File: config.mk
export PLATFORM = sky130hd
export DESIGN_NAME = poli_ctrl_bank
export DESIGN_NICKNAME = d
export VERILOG_FILES = /design/src/rtl/poli_ctrl_bank.sv
export SDC_FILE = /design/constraint.sdc
export NUM_CORES = 1
export LEC_CHECK = 0
export ABC_AREA = 1
export CORE_UTILIZATION = 35
export CTS_BUF_LIST = sky130_fd_sc_hd__clkbuf_2
export DETAILED_ROUTE_END_ITERATION = 10
export GPL_ROUTABILITY_DRIVEN = 0
export PLACE_DENSITY_LB_ADDON = 0.05
export SLEW_MARGIN = 30
export SYNTH_ARGS = -nofsm -noshare
export SYNTH_HDL_FRONTEND = slang
export SYNTH_SLANG_ARGS = --single-unit
File: constraint.sdc
create_clock -name CLK -period 1.6 [get_ports CLK]
set_clock_uncertainty 0.05 [all_clocks]
set_input_delay 0.4 -clock CLK [delete_from_list [all_inputs] [get_ports CLK]]
set_output_delay 0.4 -clock CLK [all_outputs]
set_load 0.02 [all_outputs]
File: src/rtl/poli_ctrl_bank.sv
// Double-buffered NCH-channel control register bank: serial frame into a shadow
// register, atomic commit to cfg_o on apply, masked sticky status capture.
module poli_ctrl_bank #(
  parameter  int NCH    = 8,
  parameter  int CFG_W  = 4,
  parameter  int STAT_W = 2,
  localparam int TOT    = NCH * CFG_W,
  localparam int CW     = $clog2(TOT + 1),
  localparam int SW     = NCH * STAT_W
) (
  input  logic           CLK,
  input  logic           RST,
  input  logic           sin,
  input  logic           shift_en,
  output logic           sout,
  input  logic           apply_req,
  output logic           apply_ack,
  output logic           apply_nack,
  output logic [TOT-1:0] cfg_o,
  input  logic [SW-1:0]  stat_i,
  input  logic           stat_clr,
  output logic [SW-1:0]  stat_o,
  output logic           busy,
  output logic           armed,
  output logic           err_ovf
);

  localparam logic [1:0] ST_IDLE  = 2'd0;
  localparam logic [1:0] ST_SHIFT = 2'd1;
  localparam logic [1:0] ST_ARMED = 2'd2;

  logic [1:0]     r_state;
  logic [CW-1:0]  r_count;
  logic [TOT-1:0] r_shadow;
  logic [TOT-1:0] r_cfg;
  logic [SW-1:0]  r_stat;
  logic           r_ack, r_nack, r_busy, r_armed, r_err;

  logic [1:0]     w_state_nxt;
  logic [CW-1:0]  w_count_nxt;
  logic [CW-1:0]  w_count_inc;
  logic [TOT-1:0] w_shadow_shl;
  logic [SW-1:0]  w_mask;
  logic           w_do_shift, w_ovf, w_ack, w_nack;

  generate
    if (TOT == 1) begin : g_shl_one
      assign w_shadow_shl = sin;
    end else begin : g_shl_many
      assign w_shadow_shl = {sin, r_shadow[TOT-1:1]};
    end
  endgenerate

  // Status of a channel is only captured while its enable bit is active.
  for (genvar c = 0; c < NCH; c++) begin : g_mask
    assign w_mask[c*STAT_W +: STAT_W] = {STAT_W{r_cfg[c*CFG_W + CFG_W - 1]}};
  end

  assign w_count_inc = r_count + CW'(1);

  always_comb begin
    // NOTE: every comb output gets a default first so no path can infer a latch.
    w_state_nxt = r_state;
    w_count_nxt = r_count;
    w_do_shift  = 1'b0;
    w_ovf       = 1'b0;
    w_ack       = 1'b0;
    w_nack      = 1'b0;
    case (r_state)
      ST_ARMED: begin
        // Apply wins over a colliding shift; the armed frame is committed intact.
        if (apply_req) begin
          w_ack       = 1'b1;
          w_state_nxt = ST_IDLE;
          w_count_nxt = '0;
        end else if (shift_en) begin
          w_ovf       = 1'b1;
          w_do_shift  = 1'b1;
          w_count_nxt = CW'(1);
          w_state_nxt = (TOT == 1) ? ST_ARMED : ST_SHIFT;
        end
      end
      default: begin
        w_nack = apply_req;
        if (shift_en) begin
          w_do_shift  = 1'b1;
          w_count_nxt = w_count_inc;
          w_state_nxt = (w_count_inc == CW'(TOT)) ? ST_ARMED : ST_SHIFT;
        end
      end
    endcase
  end

  // NOTE: sequential state uses non-blocking assignments only.
  always_ff @(posedge CLK) begin
    if (RST) begin
      r_state  <= ST_IDLE;
      r_count  <= '0;
      r_shadow <= '0;
      r_cfg    <= '0;
      r_stat   <= '0;
      r_ack    <= 1'b0;
      r_nack   <= 1'b0;
      r_busy   <= 1'b0;
      r_armed  <= 1'b0;
      r_err    <= 1'b0;
    end else begin
      r_state <= w_state_nxt;
      r_count <= w_count_nxt;
      r_ack   <= w_ack;
      r_nack  <= w_nack;
      r_busy  <= (w_state_nxt != ST_IDLE);
      r_armed <= (w_state_nxt == ST_ARMED);
      if (w_do_shift) r_shadow <= w_shadow_shl;
      if (w_ack)      r_cfg    <= r_shadow;
      // Clear first, then OR in new events so a same-cycle event survives.
      r_stat <= (r_stat & ~{SW{stat_clr}}) | (stat_i & w_mask);
      if (w_ovf)         r_err <= 1'b1;
      else if (stat_clr) r_err <= 1'b0;
    end
  end

  assign sout       = r_shadow[0];
  assign apply_ack  = r_ack;
  assign apply_nack = r_nack;
  assign cfg_o      = r_cfg;
  assign stat_o     = r_stat;
  assign busy       = r_busy;
  assign armed      = r_armed;
  assign err_ovf    = r_err;

endmodule
==> reports/qor.yml <==
setup_path:
  worstPathRequired_ps: 1150
  cp_slowest_cell: "dfxtp_2"
  ff2ff_path_depth: 7
  r2r_start: "r_count[1]"
  path_buf_inv: 1
  regToRegSetupSlack_ps: 190
  crit_type: "flip-flop to output port"
  start_kind: "flip-flop"
  crit_chain: "buf_4"
  timing.rr.end: "busy"
  cp_max_fo: 2
  cpPeakStageDelay_ps: 380
  endpoint_kind: "output port"
  crit_family: "flip-flops"
  worst_ep_arrival_time_ps: 1050
cts:
  cts.sinks: 93
  clk_pin_slew_worst_paths_ps: 270
  cts_root_buf: "clkbuf_2"
  clock_latency_ps: 520
  numCtsBuffers: 9
  cts_max_path_buffers: 2
  cts_tree: "built"
  htree_levels: 3
global_route:
  overflow: 0
  antenna_found_initial: 0
  grt_max_degree: 29
  grt_use_total_pct: 16.0
  grt_pass1_wl_mm: 12.8
  grt_pass1_vias: 2648
die:
  start_util_pct: 36.5
  num_rows: 35
  core_region_area_sq_um: 9330
  dieArea_sq_um: 10100
  die_w_um: 101
  die_h_um: 101
  io_pins: 76
min_path:
  min_from: "stat_i[15]"
  hold_path_class: "primary input to flip-flop"
  hold_depth: 2
  hold_path_end: "stat_o[15]"
sta:
  fmax_mhz: 665
  fin_crit_sh_pct: 94.0
  setup_viol: 0
  max_slew.worst_pin.slew_ps: 320
  maxSlewHeadroom_pct: 78.7
  finalSetupTns_ps: 0
  rsz0062_at_grt: "yes"
  hold_viol_final: 0
  maxSlewViolCount: 0
  layout_min_cycle_time_ps: 1500
logic_synthesis:
  syn_inst: 414
  synth.most_common_cell: "nor2_1"
  synth_area_leader_cell: "dfxtp_1"
  synthTopCellsByCount: "nor2_1, dfxtp_1, o21ai_0"
  syn_area_per_cell_sq_um: 8.23
  synth.area.top_cells: "dfxtp_1, nor2_1, o21ai_0, a22oi_1, nand2_1"
  ys_warn_count: 0
  netlist.area_leader.share_pct: 54.6
  synth-seq-area-share_pct: 54.6
  synth_seq_cells: 93
  yosys_most_used_dff: "dfxtp_1"
  syn-num-nets: 437
  async_reset_ff_share_pct: 0
  yosysUniqueCellTypes: 30
  synth_edf_count: 0
  synth.cell_area_sq_um: 3410
place:
  dp_hpwl_mm: 5.41
  port_buffers: 75
drt:
  vias_per_cell: 4.52
  initialDrtViolationCount: 64
  routed_wl_mm: 7.94
  ant_nets: 0
  vias: 2934
  wl_met3_um: 376
  dr_wl_met2_mm: 3.68
  dr.pass1.iters: 6
  highest_layer: "met4"
  drt-met1-wl_mm: 3.82
  drc: 0
  wl_per_cell_um: 12.2
layout:
  area_growth_pct: 33.1
  fillers: 956
  drive_gt1_share_pct: 31.9
  num_antenna_cells: 0
  nNetsFinal: 538
power:
  p_per_area_nw_per_um2: 853
  vdd_drop_max_uv: 480
  finalPower_mw: 3.87
  cellLeakagePower_nw: 2.17
status:
  status: "completed"
run:
  maxCapViolCount: 0
## registers in the layout, summed over array words and instances, names as in the netlist
register and cells:
r_count 6, cfg_o 32, r_shadow 32, armed 1, err_ovf 1, stat_o 16
apply_ack 1, busy 1, apply_nack 1, r_state 2
## cells in the final DEF (no fill, tap or decap), types with 2 or more instances in the layout
| cell type | instances |
|---|---|
| a21oi_1 | 7 |
| clkinv_4 | 2 |
| o21ai_0 | 66 |
| a32o_1 | 2 |
| clkbuf_2 | 10 |
| nor2_2 | 5 |
| nand2_1 | 25 |
| buf_2 | 27 |
| nor2_1 | 140 |
| buf_6 | 14 |
| clkinv_1 | 3 |
| nand3_1 | 6 |
| dfxtp_2 | 49 |
| a22oi_1 | 14 |
| clkdlybuf4s50_1 | 21 |
| inv_1 | 18 |
| buf_4 | 43 |
| dfxtp_1 | 44 |
| buf_12 | 6 |
## stage by stage
stage | cells | hold WS [ps] | utilization (%) | instance area (sq um) | setup WS [ps]
6_report | 649 | 437 | 48.7 | 4540 | 95.8
5_1_grt | 649 | 370 | 48.7 | 4540 | -11.5
4_1_cts | 648 | 386 | 47.3 | 4410 | 12.1
3_5_place_dp | 630 | 412 | 48.1 | 4490 | -223
3_3_place_gp | 630 | 409 | 48.1 | 4490 | -242
2_1_floorplan | 414 | 407 | - | 3410 | 310
## report_power, final
group          leakage (nW)  switching [mW]  internal (mW)  total (mW)
logic                  1.31           0.151          0.148       0.298
clock network        0.0695           0.783          0.365        1.15
registers             0.782          0.0453           2.38        2.43
total                  2.17           0.979           2.89        3.87
## how the worst max path moves through the flow
| stage | startpoint | to | slack, ps | cells past startpoint |
|---|---|---|---|---|
| after global placement | apply_req | cfg_o[15] | -240 | 9 |
| after global routing | err_ovf | err_ovf | -10 | 1 |
| after CTS | cfg_o[15] | cfg_o[15] | 10 | 1 |
| after floorplan | r_count[0] | busy | 310 | 7 |
| final | cfg_o[26] | cfg_o[26] | 100 | 1 |
| after detailed placement | apply_req | cfg_o[15] | -220 | 9 |
## repair_timing
item / CTS / global route
gates resized for setup: 263 / 44
hold buffers: 0 / 0
buffers inserted: 2 / 1
pin swaps: 0 / 0
setup endpoints to repair: 54 / 29
## final cells by class
class,instances,area (sq um),area share (%)
clock buffers,10,50.0,1.10
clock inverters,6,63.8,1.41
multi-input cells,277,1290,28.5
repair buffers,112,953,21.0
well taps,129,161,3.56
inverters,22,92.6,2.04
flip-flops and latches,93,1920,42.4
## cell families (layout without fill, tap and decap cells)
logic type	count (synthesis)	in the layout	synth area share [%]
buffers and inverters	44	150	7.42
AO/OA/AOI/OAI	91	91	14.8
flip-flops	93	93	54.6
XOR/XNOR	1	1	0.257
AND/OR/NAND/NOR	184	184	22.5
adder cells (fa/ha/maj)	1	1	0.367
## layer usage
metal / global-route usage [%] / vias up
met5: 0 / -
met4: 3.68 / 0
met3: 4.92 / 5
met2: 26.0 / 57
met1: 20.8 / 1337
li1: - / 1535
(Power assumes the default switching activity.)
